File: src/rtl/tt_in_debounce.sv
// tt_in_debounce: per-bit synchronizer + tick-based debounce for ui_in pins.
// Emits clean registered levels plus single-cycle rise/fall/evt strobes.
module tt_in_debounce #(
  parameter int WIDTH        = 8,
  parameter int PRESCALE     = 16,
  parameter int STABLE_TICKS = 4
) (
  input  logic             clk,
  input  logic             rst_n,
  input  logic             ena,
  input  logic [WIDTH-1:0] din,
  output logic [WIDTH-1:0] dout,
  output logic [WIDTH-1:0] rise,
  output logic [WIDTH-1:0] fall,
  output logic             evt
);

  localparam int PW = (PRESCALE > 1) ? $clog2(PRESCALE) : 1;
  localparam int CW = (STABLE_TICKS > 1) ? $clog2(STABLE_TICKS) : 1;
  localparam logic [PW-1:0] PMAX = PW'(PRESCALE - 1);
  localparam logic [CW-1:0] CMAX = CW'(STABLE_TICKS - 1);

  logic [WIDTH-1:0] s1;
  logic [WIDTH-1:0] s2;
  logic [PW-1:0]    pcnt;
  logic             tick;
  logic [CW-1:0]    cnt [WIDTH];
  logic [WIDTH-1:0] commit;

  // Two-flop synchronizer; runs regardless of ena so the pins stay tracked.
  always_ff @(posedge clk or negedge rst_n) begin
    if (!rst_n) begin
      s1 <= '0;
      s2 <= '0;
    end else begin
      s1 <= din;
      s2 <= s1;
    end
  end

  // Prescaler counts 0..PRESCALE-1 while enabled, holds otherwise.
  always_ff @(posedge clk or negedge rst_n) begin
    if (!rst_n) begin
      pcnt <= '0;
    end else if (ena) begin
      if (pcnt == PMAX) pcnt <= '0;
      else              pcnt <= pcnt + 1'b1;
    end
  end

  // Shared debounce tick and per-bit commit decision.
  always_comb begin
    tick   = ena && (pcnt == PMAX);
    commit = '0;
    for (int unsigned i = 0; i < WIDTH; i++) begin
      commit[i] = tick && (s2[i] != dout[i]) && (cnt[i] == CMAX);
    end
  end

  // Per-bit stability counters; any return to the current level drops progress.
  always_ff @(posedge clk or negedge rst_n) begin
    if (!rst_n) begin
      for (int unsigned i = 0; i < WIDTH; i++) cnt[i] <= '0;
    end else if (ena) begin
      for (int unsigned i = 0; i < WIDTH; i++) begin
        if (s2[i] == dout[i])  cnt[i] <= '0;
        else if (tick) begin
          if (cnt[i] == CMAX)  cnt[i] <= '0;
          else                 cnt[i] <= cnt[i] + 1'b1;
        end
      end
    end
  end

  // Level and strobe registers update together so strobes align with the new level.
  always_ff @(posedge clk or negedge rst_n) begin
    if (!rst_n) begin
      dout <= '0;
      rise <= '0;
      fall <= '0;
      evt  <= 1'b0;
    end else begin
      dout <= dout ^ commit;
      rise <= commit & s2;
      fall <= commit & ~s2;
      evt  <= |commit;
    end
  end

endmodule

File: config.mk
export PLATFORM = sky130hd
export DESIGN_NAME = tt_in_debounce
export DESIGN_NICKNAME = d
export VERILOG_FILES = /design/src/rtl/tt_in_debounce.sv
export SDC_FILE = /design/constraint.sdc
export NUM_CORES = 1
export LEC_CHECK = 0
export BUFFER_PORTS_ARGS = -buffer_cell sky130_fd_sc_hd__buf_4
export CORE_UTILIZATION = 50
export DETAILED_ROUTE_END_ITERATION = 10
export GPL_ROUTABILITY_DRIVEN = 0
export PLACE_DENSITY = 0.72
export SYNTH_ARGS = -nofsm -noshare
export SYNTH_HDL_FRONTEND = slang
export SYNTH_SLANG_ARGS = --single-unit
File: constraint.sdc
create_clock -name clk -period 1.45 [get_ports clk]
set_input_delay 0.29 -clock clk [delete_from_list [all_inputs] [get_ports clk]]
set_output_delay 0.29 -clock clk [all_outputs]
set_load 0.02 [all_outputs]
==> results list, run 1 <==
- Die Footprint: 0.00523 mm2
* CTS sink cnt: 61
* Number of antenna violations at the first check in global routing: 0
* GRT Residual Overflow: 0
- Number of enable-type register cells in the synthesized netlist: 0
- Headroom to the max-slew limit came out at 82.4%.
* Sequential cell area: 0.00153 mm2
* Sum of buffers and inverters on the critical path: 1
* First-pass GRT wire length: 7.43 mm
- The largest individual stage delay along the critical path comes from the cell dfrtp_1.
* Worst-Skew Late Latency: 0.33 ns
- CP required: 1.67 ns
- By startpoint and endpoint, the worst setup path is classified as register to register.
* GRT Resource Usage Total: 19.4%
- In the synthesized netlist, the number of instances is 194.
- Relative to the synthesized area, the layout overhead comes to 38.1%.
- Post-DR wirelength/cell: 13.1 um
* Multi-input gate area in the final layout: 937 um2
- Measured on the finished design, the core utilization comes to just over 70%.
- In this run the biggest area consumer among cell types represents 61.8% of the synthesized area.
* Element type at the critical path start: register
- 0 antenna diodes ended up in the layout.
- Worst slack at placement: -0.0134 ns
- The flow ran to the end, and the final reports show no timing, DRC or antenna violations.
* Final hold violations: 0
* Total leakage power: approximately 1.6 nW
- Clock tree from TritonCTS: built
- The worst-case IR drop observed on VDD is 0.777 mV.
- The tool flagged a number of max-cap violations equal to 0.
- The final number of max-transition violations is 0.
- In this run the worst path has a maximum fanout of 8.
- Cell taking the most area after synthesis: dfrtp_1
- In this design, the stage delay of the slowest critical-path cell is 0.39 ns.
- Placed cell count: 322
- After filler insertion, the fill cell instance count of the layout stands at 328.
- Primary FF master, synth: dfrtp_1
- Entering global routing, the biggest net connects 31 pins.
- Arrival time of data at the critical path endpoint: 1.65 ns
- Final antenna-violating net count: 0
- In this run the vertical extent of the chip is 72.3 um.
- Post-synthesis instance area: 0.00247 mm2
- The number of different library cells used by synthesis comes to 21.
* Gate family responsible for the most delay along the worst path: flip-flops
- No sink is reached through more buffers than the 2 on the longest clock path.
- Top area cells in the synthesized netlist: dfrtp_1 (62%), mux2i_1 (6.1%), nor3b_1 (4.9%)
- Dividing the detail-routed via count by the number of cells gives 4.91.
* Width of the die: around 72 um
- Via count of the first global-routing pass: 1661
- Number of setup violations in the final report: 0
- DRC viols: 0
- Setup repair after global routing missed its margin: yes
- Most used standard cells in the synthesized netlist: dfrtp_1 (61), inv_1 (23), o22ai_1 (19), nor3b_1 (16), mux2i_1 (15)
- Yosys warns: 0
- Vias post-DR: 1669
- Layout cells sized above 1: 42.5%
- Core area: between 0.004 and 0.005 mm2
- The count of cells in the finished layout, fillers not included, comes to 340.
* Overall routed net length: 4.46 mm
- Post-detail-place hpwl: 3.04 mm
* Worst path setup slack after routing: 0.0224 ns
- Power spread over the standard cell area amounts to 1400 mW/mm2.
* Cell with the most instances after synthesis: dfrtp_1
- Critical path capture point type: register
* Final worst-path cycle share: roughly 98%
* Share of synthesized registers carrying an async set or reset: 100%
* Total Nets Final: 288
- Cell chain of the critical path: ha_2, and4_4, buf_12, nand2_2, mux2_2
* Achievable frequency: around 0.70 GHz
- Level count of the clock H-tree: 3
* PortBufs: 35
- Number of nets produced by synthesis: 214
* Number of top-level pins: 36
* Final critical delay including setup and external delays: 1.43 ns
- Clock buffers created by TritonCTS: 9
* Syn Area/Cell: approximately 13 um2
* Row count: 25
* Slew @ Worst Pin: 0.263 ns
* Clk_skew: between 0.003 and 0.004 ns
* Buffer cell driving the clock tree root: clkbuf_8
- Classification of the worst-slack hold path: input port to register
- Counting flops and latches in the post-synthesis netlist gives 61.
- Count of TritonRoute iterations in the first routing pass: 4
- Clock-pin slew was measured on the worst setup and hold paths at about 0.06 ns.
- The initial utilization of the core area, before any placement, comes to 52.3%.
- Drt initial violations: 72
* Sequential fraction of the synthesis area: 61.8%
==> metrics by stage <==
stage | power (W) | setup TNS (ns) | hold WS (ns) | instance area [um2]
floorplan | 0.00280 | 0 | -0.00559 | 2470
CTS | 0.00478 | 0 | 0.0434 | 3270
global route | 0.00507 | -0.188 | 0.0476 | 3410
detailed placement | 0.00319 | -0.0196 | 0.181 | 3040
global placement | 0.00312 | 0 | 0.179 | 3040
finish | 0.00477 | 0 | 0.0590 | 3410
==> area by class of cell <==
| cell class | instances | area share [%] |
|---|---|---|
| Clock buffer | 13 | 4.95 |
| Clock inverter | 3 | 1.25 |
| Inverter | 23 | 2.53 |
| Multi-Input combinational cell | 106 | 27.5 |
| Sequential cell | 61 | 44.7 |
| Tap cell | 67 | 2.46 |
| Timing Repair Buffer | 67 | 16.6 |
==> per-layer routing <==
layer	vias up	track usage, %	routed length (um)
met2	25	30.1	2160
met1	814	24.7	2070
met3	10	4.31	124
met4	0	12.4	108
met5	-	0	0
li1	820	-	-
==> report_power, final <==
part	switching [W]	internal [W]
logic	0.000474	0.000548
clock network	0.000622	0.000932
registers	0.000228	0.00196
total	0.00132	0.00344
==> worst reg2reg max path, stage by stage (launching register included) <==
cell and delay, ns:
dfrtp_1 0.39, ha_2 0.19, and4_4 0.17, buf_12 0.15
nand2_2 0.08, mux2_2 0.33
==> final timing paths <==
| kind | from | depth (start not counted) | to | slack [ns] |
|---|---|---|---|---|
| max reg2reg | pcnt[1] | 5 | dout[1] | 0.02 |
| min in group asynchronous | rst_n | 2 | evt | 0.37 |
| min | din[1] | 1 | s1[1] | 0.06 |
| max | pcnt[1] | 5 | dout[1] | 0.02 |
| max in group asynchronous | rst_n | 3 | s2[6] | 0.60 |
| min reg2reg | s1[1] | 0 | s2[1] | 0.35 |
==> cell families after synthesis <==
logic type / count (synthesis) / synth area share [%]
AO/OA/AOI/OAI: 25 / 6.43
XOR/XNOR: 10 / 3.55
adder cells (fa/ha/maj): 9 / 4.56
AND/OR/NAND/NOR: 38 / 8.92
flip-flops: 61 / 61.8
multiplexers: 24 / 10.2
buffers and inverters: 27 / 4.56
==> state kept, by name, summed over array words and instances, names as in the netlist <==
name  count
fall      8
pcnt      4
rise      8
s1        8
evt       1
cnt      16
dout      8
s2        8
==> layout by cell type, fill, tap and decap left out, drive strengths merged <==
cell and n:
buf 65, dfrtp 61, inv 23, o22ai 19, nor3b 16, mux2i 15
clkbuf 14, xnor2 10, nand2 10, mux2 9, ha 9, nor2 8
a21oi 2, o21ai 2, nand4 2, and4 1, o41a 1, nor3 1
a22o 1, clkinvlp 1, bufinv 1, clkinv 1, dlygate4sd3 1
==> what timing repair did <==
action	in CTS	in global routing
gates cloned	0	1
setup buffers	0	0
endpoints found under the setup margin	10	27
gates resized for setup	3	27
hold buffers	1	0
pin swaps	0	6
endpoints found under the hold margin	17	0
(Power assumes the default switching activity.)
==> run 2: changes to the inputs <==
--- a/config.mk
+++ b/config.mk
@@ -9,6 +9,7 @@
 export CORE_UTILIZATION = 50
 export DETAILED_ROUTE_END_ITERATION = 10
 export GPL_ROUTABILITY_DRIVEN = 0
+export HOLD_SLACK_MARGIN = 0.15
 export PLACE_DENSITY = 0.72
 export SYNTH_ARGS = -nofsm -noshare
 export SYNTH_HDL_FRONTEND = slang
==> constraint.sdc (replaced) <==
create_clock -name clk -period 1.25 [get_ports clk]
set_input_delay 0.25 -clock clk [delete_from_list [all_inputs] [get_ports clk]]
set_output_delay 0.25 -clock clk [all_outputs]
set_load 0.02 [all_outputs]
==> run 2 against run 1 <==
Maximum frequency shrank 1.7%. Clock-buffer cell count increased by 1. Largest power group unchanged. Combinational power rose by 68%. Final cell count is 12% higher. The flow now finishes with violations (negative setup slack). Critical path type unchanged. Critical path depth unchanged. Largest cell class unchanged. Final area increased by 14%. Sequential share of layout area is 5.5 points lower. Clock power grew 11%.
==> results list, run 2 (synthesis gave the netlist of run 1 again) <==
* Status: finished with violations
- Violated checks: negative setup slack
* Total leakage power: 1.96 nW (+19%)
- Max rail drop VDD: 1.05 mV (+35%)
- The total half-perimeter wirelength after legalization and detailed placement is 3.29 mm (+8.3%).
- The final critical-path required period was 1.45 ns (+0.0247 ns).
- The count of endpoints failing setup in the final report came to 45 (+45).
- The highest achievable clock rate is 0.689 GHz (-1.7%).
- Vias post-DR: 1916 (+15%)
* Post-DR wirelength/cell: 15.0 um (+14%)
* Number of antenna violations at the first check in global routing: 0 (unchanged)
- The required time of the critical path is 1.47 ns (-0.20 ns).
- Arrival time of data at the critical path endpoint: 1.67 ns (+0.02 ns)
- The largest fanout of any net on the critical path came to 7 (-1).
- Counting flops per register, the top entry is cnt.
* Core area: 0.00472 mm2 (unchanged)
- The worst hold path belongs to the class input port to register.
- The post-placement worst setup slack came to -0.195 ns (-0.181 ns).
* Type of the worst setup path: register to register
* Max-capacitance violation count: 0 (unchanged)
* GRT Resource Usage Total: 24.4% (+5.0 points)
- Number of fill cells in the layout: 256 (-22%)
* Number of buffers on the longest clock path: 2 (unchanged)
- Drt initial violations: 79 (+9.7%)
* CTS sink cnt: 61 (unchanged)
- The startpoint identified for the worst register-to-register timing path is pcnt[0].
* Worst setup startpoint: pcnt[0]
- The post-route clock skew is 0.00637 ns (+0.00303 ns).
- The number of port buffers was 35 (unchanged).
* Layout cells sized above 1: 50.8% (+8.3 points)
- Post-layout instance count excluding filler cells: 382 (+12%)
* First-pass GRT wire length: 9.20 mm (+24%)
- DRC viols: 0 (unchanged)
- Clock tree from TritonCTS: built
- The wire length reported by the detailed router was 5.74 mm (+29%).
- GRT Residual Overflow: 0 (unchanged)
- Floorplan die height: 72.3 um (unchanged)
- Top routing layer used: met4
- Element type at the critical path start: register
- Count of TritonRoute iterations in the first routing pass: 4 (unchanged)
- The worst setup path is captured at a register.
- Signed area change from the synthesized netlist to the final layout: 57.6%
- The routed length on met2 is 2.95 mm (+36%).
- Slew @ Worst Pin: 0.279 ns (+0.0154 ns)
* Initial core utilization: 52.3% (unchanged)
* Largest net degree at the start of global routing: 25 (-19%)
* Commonest non-fill, non-tap cell in the layout: buf_4
- Final antenna-violating net count: 0 (unchanged)
- Clock buffers created by TritonCTS: 9 (unchanged)
- Final worst-path cycle share: 116% (+18 points)
- The total I/O pin count is 36 (unchanged).
- Worst path setup slack after routing: -0.202 ns (-0.225 ns)
- Level count of the clock H-tree: 3 (unchanged)
- The number of nets in the finished design came to 331 (+15%).
- The clock-pin slew on the worst setup and hold paths was 0.06 ns (about the same).
* Final hold violations: 0 (unchanged)
- The number of cells after detailed placement is 348 (+8.1%).
* Worst-Skew Late Latency: 0.34 ns (about the same)
- The row count is 25 (unchanged).
- Number of flip-flops under the largest register name: 16 (unchanged)
* Buffer cell driving the clock tree root: clkbuf_8
- Beginning of the worst hold path: ena
- Number of diodes added for antenna fixing: 0 (unchanged)
- Metal3 WL: 201 um (+62%)
* Width of the die: 72.3 um (unchanged)
- Setup repair after global routing missed its margin: yes
- The top cell types in the final layout, fill and taps aside, are buf_4 (75), dfrtp_1 (61), inv_1 (23), buf_6 (23), o22ai_1 (18).
- The routed length on met1 is 2.44 mm (+18%).
- Slew margin rel.: 81.3% (-1.2 points)
* Number of max-slew violations in the final report: 0 (unchanged)
- The via count of the first global-routing pass is 1963 (+18%).
* Die Footprint: 0.00523 mm2 (unchanged)
* Vias/cell: 5.02 (+2.2%)
- Fin util: 82.4% (+10 points)
* Power density over the cells: 1520 mW/mm2 (+8.9%)
run 2: changes by cell type in the layout (fill, tap and decap cells not counted), sizes merged:
cell | before | now
clkinv | 1 | 0
dlygate4sd3 | 1 | 9
buf | 65 | 101
clkinvlp | 1 | 0
run 2: what timing repair did:
action                     in CTS  in global routing
cloned                          1                  0
hold buffers                    9                  0
hold endpoints to repair       69                  0
setup buffers                   6                  4
setup endpoints to repair      49                 49
resized for setup              45                 15
pin swaps                       9                 10
run 2: area by class of cell:
| type | instances | area (um2) | share of cell area (%) |
|---|---|---|---|
| flip-flops and latches | 61 | 1530 | 39.2 |
| multi-input cells | 106 | 1030 | 26.5 |
| repair buffers | 110 | 972 | 25.0 |
| clock buffers | 14 | 163 | 4.18 |
| inverters | 23 | 86.3 | 2.22 |
| well taps | 67 | 83.8 | 2.15 |
| clock inverters | 1 | 30.0 | 0.771 |
run 2: report_power, final:
| part | leakage (nW) | total (W) | switching [W] | internal (W) |
|---|---|---|---|---|
| combinational | 1.06 | 0.00171 | 0.000772 | 0.000941 |
| sequential | 0.800 | 0.00249 | 0.000215 | 0.00228 |
| clock | 0.0968 | 0.00172 | 0.000700 | 0.00102 |
| total | 1.96 | 0.00593 | 0.00169 | 0.00424 |
run 2: final timing paths:
| kind | cells after the start | end | slack [ns] |
|---|---|---|---|
| worst max-delay path | 5 | dout[1] | -0.20 |
| worst min-delay path | 3 | cnt[3] | 0.27 |
| worst max register to register | 5 | dout[1] | -0.20 |
| worst min register to register | 0 | s2[5] | 0.35 |
| max in group asynchronous | 3 | fall[2] | 0.47 |
| min in group asynchronous | 2 | fall[7] | 0.34 |
run 2: through the flow:
stage,setup TNS [ns],hold slack [ns],instance area (um2),power (W)
floorplan,-2.65,-0.0456,2520,0.00327
global placement,-3.34,0.154,3280,0.00390
detailed placement,-4.15,0.153,3280,0.00399
CTS,-4.02,0.251,3820,0.00589
global route,-6.10,0.262,3890,0.00626
finish,-4.62,0.272,3890,0.00593
run 2: critical path, stage by stage, from the launching register on:
cell and delay, ns:
dfrtp_1 0.36, ha_2 0.19, and4_4 0.27, buf_12 0.16, nand2_4 0.07, mux2_2 0.27
run 2: layer usage:
metal  vias up  GRT usage [%]
met3        15           5.56
met1       957           30.1
li1        904              -
met2        40           39.8
met4         0           13.7
met5         -              0
